File: src/rtl/ntt_r16_addr_gen_if.sv
// Control and address bundle between ntt_r16_addr_gen and memory_wrapper.
// master = address generator, slave = memory side.
interface ntt_r16_addr_gen_if #(
  parameter int STAGES     = 3,
  parameter int MA_WIDTH   = 4*(STAGES-1),
  parameter int BANK_WIDTH = 4
);
  localparam int SW = (STAGES > 1) ? $clog2(STAGES) : 1;

  logic                    start;
  logic                    busy;
  logic                    done;
  logic                    LAST_STAGE;
  logic [SW-1:0]           stage_idx;
  logic                    r_enable;
  logic [16*MA_WIDTH-1:0]  MA_idx;
  logic [16*BANK_WIDTH-1:0] BN_idx;
  logic                    w_enable;
  logic [16*MA_WIDTH-1:0]  R16_w_MA_idx;
  logic [16*BANK_WIDTH-1:0] R16_w_BN_idx;

  modport master (
    input  start,
    output busy, done, LAST_STAGE, stage_idx,
    output r_enable, MA_idx, BN_idx,
    output w_enable, R16_w_MA_idx, R16_w_BN_idx
  );

  modport slave (
    output start,
    input  busy, done, LAST_STAGE, stage_idx,
    input  r_enable, MA_idx, BN_idx,
    input  w_enable, R16_w_MA_idx, R16_w_BN_idx
  );
endinterface

File: src/rtl/ntt_r16_addr_gen.sv
// Radix-16 NTT read/write address generator, one group per cycle.
// Optional NTT_AG_STALL_EN adds a stall input that freezes the whole block.
module ntt_r16_addr_gen #(
  parameter int STAGES     = 3,
  parameter int MA_WIDTH   = 4*(STAGES-1),
  parameter int BANK_WIDTH = 4,
  parameter int PIPE_LAT   = 8
) (
  input  logic clk,
  input  logic rst,
`ifdef NTT_AG_STALL_EN
  input  logic stall,
`endif
  ntt_r16_addr_gen_if.master ag
);
  localparam int SW = (STAGES > 1) ? $clog2(STAGES) : 1;
  localparam int GW = 4*(STAGES-1);
  localparam int JW = 4*STAGES;
  localparam int MW = 16*MA_WIDTH;
  localparam int BW = 16*BANK_WIDTH;

  typedef enum logic [1:0] {
    S_IDLE, S_READ, S_DRAIN, S_DONE
  } state_t;

  typedef struct packed {
    logic          en;
    logic [MW-1:0] ma;
    logic [BW-1:0] bn;
  } wr_t;

  logic adv;
`ifdef NTT_AG_STALL_EN
  assign adv = ~stall;
`else
  assign adv = 1'b1;
`endif

  state_t        state_q, state_d;
  logic [GW-1:0] grp_q, grp_d;
  logic [SW-1:0] stg_q, stg_d;
  logic [4:0]    dcnt_q, dcnt_d;
  logic          busy_q, busy_d;
  logic          done_q, done_d;
  logic          ren_q, ren_d;
  logic [MW-1:0] ma_q, ma_d, ma_c;
  logic [BW-1:0] bn_q, bn_d, bn_c;
  logic [SW-1:0] sidx_q, sidx_d;
  logic          last_q, last_d;
  wr_t           dl_q [PIPE_LAT];
  wr_t           dl_d [PIPE_LAT];

  logic [JW-1:0] gx, lo, j;
  logic [3:0]    dsum;
  logic          last_stg;

  assign last_stg = (stg_q == SW'(STAGES-1));

  // Lane k digit is spliced in at digit position stg_q; BN is the digit sum.
  always_comb begin
    gx   = JW'(grp_q);
    lo   = (JW'(1) << (4*stg_q)) - JW'(1);
    j    = '0;
    dsum = '0;
    ma_c = '0;
    bn_c = '0;
    for (int i = 0; i < STAGES-1; i++)
      dsum = dsum + grp_q[4*i +: 4];
    for (int k = 0; k < 16; k++) begin
      j = ((gx & ~lo) << 4) | (JW'(k) << (4*stg_q)) | (gx & lo);
      ma_c[k*MA_WIDTH +: MA_WIDTH]   = MA_WIDTH'(j >> 4);
      bn_c[k*BANK_WIDTH +: BANK_WIDTH] = BANK_WIDTH'(dsum + 4'(k));
    end
  end

  always_comb begin
    state_d = state_q;
    grp_d   = grp_q;
    stg_d   = stg_q;
    dcnt_d  = dcnt_q;
    busy_d  = busy_q;
    done_d  = 1'b0;
    ren_d   = 1'b0;
    ma_d    = ma_q;
    bn_d    = bn_q;
    sidx_d  = sidx_q;
    last_d  = last_q;
    unique case (state_q)
      S_IDLE: begin
        if (ag.start) begin
          state_d = S_READ;
          grp_d   = '0;
          stg_d   = '0;
          busy_d  = 1'b1;
        end
      end
      S_READ: begin
        ren_d  = 1'b1;
        ma_d   = ma_c;
        bn_d   = bn_c;
        sidx_d = stg_q;
        last_d = last_stg;
        if (&grp_q) begin
          grp_d   = '0;
          dcnt_d  = '0;
          state_d = S_DRAIN;
        end else begin
          grp_d = grp_q + GW'(1);
        end
      end
      S_DRAIN: begin
        if (dcnt_q == 5'(PIPE_LAT-1)) begin
          if (last_stg) begin
            state_d = S_DONE;
          end else begin
            stg_d   = stg_q + SW'(1);
            state_d = S_READ;
          end
        end else begin
          dcnt_d = dcnt_q + 5'd1;
        end
      end
      S_DONE: begin
        done_d  = 1'b1;
        busy_d  = 1'b0;
        sidx_d  = '0;
        last_d  = 1'b0;
        state_d = S_IDLE;
      end
      default: state_d = S_IDLE;
    endcase
  end

  always_comb begin
    dl_d[0].en = ren_q;
    dl_d[0].ma = ma_q;
    dl_d[0].bn = bn_q;
    for (int i = 1; i < PIPE_LAT; i++)
      dl_d[i] = dl_q[i-1];
  end

  always_ff @(posedge clk or negedge rst) begin
    if (!rst) begin
      state_q <= S_IDLE;
      grp_q   <= '0;
      stg_q   <= '0;
      dcnt_q  <= '0;
      busy_q  <= 1'b0;
      done_q  <= 1'b0;
      ren_q   <= 1'b0;
      ma_q    <= '0;
      bn_q    <= '0;
      sidx_q  <= '0;
      last_q  <= 1'b0;
      for (int i = 0; i < PIPE_LAT; i++)
        dl_q[i] <= '0;
    end else if (adv) begin
      state_q <= state_d;
      grp_q   <= grp_d;
      stg_q   <= stg_d;
      dcnt_q  <= dcnt_d;
      busy_q  <= busy_d;
      done_q  <= done_d;
      ren_q   <= ren_d;
      ma_q    <= ma_d;
      bn_q    <= bn_d;
      sidx_q  <= sidx_d;
      last_q  <= last_d;
      for (int i = 0; i < PIPE_LAT; i++)
        dl_q[i] <= dl_d[i];
    end
  end

  // Held strobes are masked so a frozen entry is issued once, after the stall.
  assign ag.busy         = busy_q;
  assign ag.done         = done_q & adv;
  assign ag.LAST_STAGE   = last_q;
  assign ag.stage_idx    = sidx_q;
  assign ag.r_enable     = ren_q & adv;
  assign ag.MA_idx       = ma_q;
  assign ag.BN_idx       = bn_q;
  assign ag.w_enable     = dl_q[PIPE_LAT-1].en & adv;
  assign ag.R16_w_MA_idx = dl_q[PIPE_LAT-1].ma;
  assign ag.R16_w_BN_idx = dl_q[PIPE_LAT-1].bn;
endmodule
File: src/flat_wrapper.sv
// flat-port wrapper written by rule: the top's interface ports become plain ports
module ntt_r16_addr_gen_flat 
#(
  parameter int STAGES     = 3,
  parameter int MA_WIDTH   = 4*(STAGES-1),
  parameter int BANK_WIDTH = 4,
  parameter int PIPE_LAT   = 8
)
  (clk, rst, ag_start, ag_busy, ag_done, ag_LAST_STAGE, ag_stage_idx, ag_r_enable, ag_MA_idx, ag_BN_idx, ag_w_enable, ag_R16_w_MA_idx, ag_R16_w_BN_idx);
  ntt_r16_addr_gen_if #(.STAGES(STAGES), .MA_WIDTH(MA_WIDTH), .BANK_WIDTH(BANK_WIDTH)) ag_i ();
  input  logic clk;
  input  logic rst;
  input wire logic [$bits(ag_i.start)-1:0] ag_start;
  output wire logic [$bits(ag_i.busy)-1:0] ag_busy;
  output wire logic [$bits(ag_i.done)-1:0] ag_done;
  output wire logic [$bits(ag_i.LAST_STAGE)-1:0] ag_LAST_STAGE;
  output wire logic [$bits(ag_i.stage_idx)-1:0] ag_stage_idx;
  output wire logic [$bits(ag_i.r_enable)-1:0] ag_r_enable;
  output wire logic [$bits(ag_i.MA_idx)-1:0] ag_MA_idx;
  output wire logic [$bits(ag_i.BN_idx)-1:0] ag_BN_idx;
  output wire logic [$bits(ag_i.w_enable)-1:0] ag_w_enable;
  output wire logic [$bits(ag_i.R16_w_MA_idx)-1:0] ag_R16_w_MA_idx;
  output wire logic [$bits(ag_i.R16_w_BN_idx)-1:0] ag_R16_w_BN_idx;
  assign ag_i.start = ag_start;
  assign ag_busy = ag_i.busy;
  assign ag_done = ag_i.done;
  assign ag_LAST_STAGE = ag_i.LAST_STAGE;
  assign ag_stage_idx = ag_i.stage_idx;
  assign ag_r_enable = ag_i.r_enable;
  assign ag_MA_idx = ag_i.MA_idx;
  assign ag_BN_idx = ag_i.BN_idx;
  assign ag_w_enable = ag_i.w_enable;
  assign ag_R16_w_MA_idx = ag_i.R16_w_MA_idx;
  assign ag_R16_w_BN_idx = ag_i.R16_w_BN_idx;
  ntt_r16_addr_gen #(.STAGES(STAGES), .MA_WIDTH(MA_WIDTH), .BANK_WIDTH(BANK_WIDTH), .PIPE_LAT(PIPE_LAT)) u_core (.clk(clk), .rst(rst), .ag(ag_i));
endmodule
File: config.mk
export PLATFORM = sky130hd
export DESIGN_NAME = ntt_r16_addr_gen_flat
export DESIGN_NICKNAME = d
export VERILOG_FILES = /design/src/rtl/ntt_r16_addr_gen_if.sv /design/src/rtl/ntt_r16_addr_gen.sv /design/src/flat_wrapper.sv
export SDC_FILE = /design/constraint.sdc
export NUM_CORES = 1
export LEC_CHECK = 0
export ABC_AREA = 1
export BUFFER_PORTS_ARGS = -buffer_cell sky130_fd_sc_hd__buf_2
export CELL_PAD_IN_SITES_DETAIL_PLACEMENT = 0
export CELL_PAD_IN_SITES_GLOBAL_PLACEMENT = 2
export CORE_ASPECT_RATIO = 1.5
export CORE_MARGIN = 2
export CORE_UTILIZATION = 25
export DETAILED_ROUTE_END_ITERATION = 8
export GPL_ROUTABILITY_DRIVEN = 1
export PLACE_DENSITY_LB_ADDON = 0.1
export SLEW_MARGIN = 30
export SYNTH_ARGS = -nofsm -noshare
export SYNTH_HDL_FRONTEND = slang
export SYNTH_SLANG_ARGS = --single-unit
export TNS_END_PERCENT = 30
File: constraint.sdc
create_clock -name clk -period 2.5 [get_ports clk]
set_clock_uncertainty 0.15 [all_clocks]
set_input_delay 0.5 -clock clk [delete_from_list [all_inputs] [get_ports clk]]
set_output_delay 0.5 -clock clk [all_outputs]
set_load 0.005 [all_outputs]
==> qor.csv <==
stage,metric,value,unit
synthesis,"Seq/Total Area, Yosys",0.7253,
global_route,first-pass GRT wire length,44440,um
synthesis,post-synth net total,1143,
sta,minimum clock period,2.213,ns
detailed_routing,Post-DRT Antenna Nets,0,
clock_network,root buffer cell,clkbuf_16,
clock_network,Max Root-Sink Buffers,3,
clock_network,CTS buffer count,47,
detailed_routing,post-DR wirelength/cell,13.95,um
synthesis,Mapped Cells,1125,
global_route,initial antenna violation count,0,
global_route,met3 global-route usage,0.02286,
clock_network,Clock Latency Late Sink,0.58,ns
setup_path,Worst setup SP type,flip-flop,
setup_path,slowest CP cell,fa_1,
global_route,vias in the first global route,7274,
setup_path,worst-path cell chain,"ha_1, inv_1, fa_1, inv_1, ha_1, or2_1, nand3_1, o21a_1",
sta,final worst slack,0.2868,ns
sta,Max Fclk,451.8,MHz
setup_path,"slowest stage delay, CP",0.63,ns
outcome,outcome,"finished, final reports clean",
global_route,total track usage,0.09175,
clock_network,CTS sink count,445,
placement,worst slack at placement,0.2817,ns
sta,Slew @ Worst Pin,0.4364,ns
placement,GPL Wtd Cong,0.7368,
setup_path,Worst Setup End Kind,flip-flop,
floorplanning,die area,0.06345,mm2
global_route,pin count of the biggest net entering global routing,74,
synthesis,Post-Syn Area,0.01535,mm2
clock_network,post-CTS setup buffers,0,
cells_and_area,Multi-input gate area,0.001475,mm2
cells_and_area,Final Cell Area,0.01772,mm2
detailed_routing,Post-route DRC,0,
setup_path,WP buf/inv,2,
sta,Final Hold Vio Count,0,
synthesis,Post-Syn Area per Cell,13.65,um2
detailed_routing,DRT Wirelength,28910,um
setup_path,CP required,2.87,ns
pwr,PwrDens,1303,mW/mm2
cells_and_area,"commonest non-fill, non-tap cell in the layout",dfrtp_1,
global_route,grt met2 use,0.1480,
placement,PortBufs,393,
placement,placed instance area,0.01604,mm2
floorplanning,die height,307.5,um
global_route,global route hottest layer,met2,
pwr,Peak VDD IR,463.2,uV
detailed_routing,vias,7331,
sta,Final Max Tran Viols,0,
synthesis,main flop type after synthesis,dfrtp_1,
setup_path,family with the most delay on the worst path,adder cells,
sta,"Setup violations, final",0,
flow_run,# Max-Cap Violations,0,
clock_network,H-tree depth,2,
cells_and_area,Filler cells,6183,
floorplanning,core region area,0.06097,mm2
setup_path,Crit Path Class,flip-flop to flip-flop,
cells_and_area,layout cells sized above 1,0.4039,
sta,slew margin rel.,0.7090,
global_route,met1 Usage GRT,0.1151,
detailed_routing,drt pass-1 iters,4,
pwr,leakage,9.296,nW
setup_path,CP arrival,2.58,ns
cells_and_area,Area Overhead vs Synth,15.40,%
detailed_routing,Via density,3.538,
placement,dpl hpwl,19280,um
floorplanning,row count,111,
cells_and_area,# nets final,1261,
clock_network,clk slew on worst S/H paths,0.06,ns
floorplanning,Starting Density,0.2518,
synthesis,Synth Warn #,0,
sta,RSZ-0062 raised after global routing,false,
synthesis,count of state elements after synthesis,445,
floorplanning,Boundary Pins,394,
synthesis,async set-reset flop share out of synthesis,1.000,
synthesis,"EDFF count, synth",0,
cells_and_area,most frequent cells in the layout,"445 x dfrtp_1, 392 x buf_2, 136 x nand2_1",
global_route,global route overflow,0,
sta,Tcrit/Tclk final,0.8853,
synthesis,Unique masters post-synth,35,
clock_network,CTS tree,done,
detailed_routing,DRT iter0 DRCs,234,
worst_hold_path,worst hold path type,input pin to flip-flop,
floorplanning,Die W,206.3,um
cells_and_area,sequential standard cell area,0.01114,mm2
setup_path,Crit Path Max Fanout,5,
sta,setup TNS,0,ns
[Yosys cell counts (2+ instances only)]
| cell | instances | area [um2] |
|---|---|---|
| a21oi_1 | 8 | 40.04 |
| buf_2 | 5 | 25.02 |
| o21ai_0 | 23 | 115.1 |
| o21a_1 | 5 | 37.54 |
| dfrtp_1 | 445 | 11140 |
| nand3_1 | 43 | 215.2 |
| xor2_1 | 3 | 26.28 |
| nand2_1 | 136 | 510.5 |
| o21ai_1 | 5 | 25.02 |
| a32oi_1 | 2 | 17.52 |
| inv_1 | 38 | 142.6 |
| buf_4 | 339 | 2545 |
| nand3_2 | 2 | 20.02 |
| clkbuf_1 | 6 | 22.52 |
| nor2_2 | 2 | 12.51 |
| nand2_2 | 8 | 50.05 |
| ha_1 | 14 | 175.2 |
| o211ai_1 | 2 | 15.01 |
| nor3_1 | 2 | 10.01 |
| nor2_1 | 22 | 82.58 |
[stage by stage]
step	hold WS [ns]	cells	util	power (mW)
2_1_floorplan	0.05441	1125	-	15.36
3_3_place_gp	0.1815	1984	0.2631	16.19
3_5_place_dp	0.1847	1984	0.2631	16.17
4_1_cts	0.09817	2071	0.2906	23.78
5_1_grt	0.1362	2071	0.2906	24.87
6_report	0.1390	2072	0.2906	23.09
[state kept, by name (all words and copies together) (netlist names)]
signal and flops:
u_core.ag.R16_w_MA_idx 16, u_core.dcnt_q 5, u_core.ag.LAST_STAGE 1, u_core.ag.busy 1
u_core.ag.w_enable 1, u_core.ag.done 1, u_core.dl_d 329, u_core.ag.stage_idx 2
u_core.ag.r_enable 1, u_core.ag.BN_idx 30, u_core.ag.MA_idx 16, u_core.ag.R16_w_BN_idx 30
u_core.grp_q 8, u_core.stg_q 2, u_core.state_q 2
[repair_timing]
action | CTS | global route
hold endpoints to repair | 80 | 0
resized for setup | 0 | 0
hold buffers | 1 | 0
endpoints found under the setup margin | 0 | 0
[area by class of cell]
type | instances | share of cell area
Multi-Input combinational cell | 290 | 0.08326
Clock inverter | 20 | 0.01603
Sequential cell | 445 | 0.6285
Antenna cell | 1 | 0.0001412
Timing Repair Buffer | 419 | 0.1298
Clock buffer | 66 | 0.07782
Tap cell | 791 | 0.05586
Inverter | 40 | 0.008615
[cell families after synthesis]
logic type               after synthesis  synth area share
buffers and inverters                390            0.1788
flip-flops                           445            0.7253
adder cells (fa/ha/maj)               15           0.01271
XOR/XNOR                               3          0.001712
AND/OR/NAND/NOR                      220           0.06112
AO/OA/AOI/OAI                         52           0.02037
[path summary, 6_finish.rpt]
check,startpoint,to,slack [ns],cells past startpoint
max,u_core.grp_q[0],u_core.ag.BN_idx[38],0.29,8
min,ag_start,u_core.ag.busy,0.14,4
max reg2reg,u_core.grp_q[0],u_core.ag.BN_idx[38],0.29,8
min reg2reg,u_core.dl_d[880],u_core.dl_d[719],0.19,0
max in group asynchronous,rst,u_core.dl_d[6],1.18,3
min in group asynchronous,rst,u_core.ag.R16_w_MA_idx[119],0.24,2
[per-layer routing]
metal / wire length, um / share of wire / vias up
li1: - / - / 3420
met1: 12190 / 0.42 / 3591
met2: 13980 / 0.48 / 259
met3: 1703 / 0.059 / 61
met4: 1038 / 0.036 / 0
met5: 0 / 0 / -
[worst min-delay path, delay by kind of cell]
family,cells,cell delay [ns]
and+or+nand+nor,1,0.06
AOI/OAI and AO/OA,1,0.11
buffers and inverters,2,0.16
[where the power goes]
| part | leakage (nW) | internal [mW] | switching, mW | total, mW |
|---|---|---|---|---|
| clock network | 0.811 | 4.40 | 2.95 | 7.35 |
| logic | 2.89 | 2.08 | 2.41 | 4.49 |
| registers | 5.60 | 9.90 | 1.35 | 11.3 |
No activity file was read; power rests on OpenSTA's default activity.
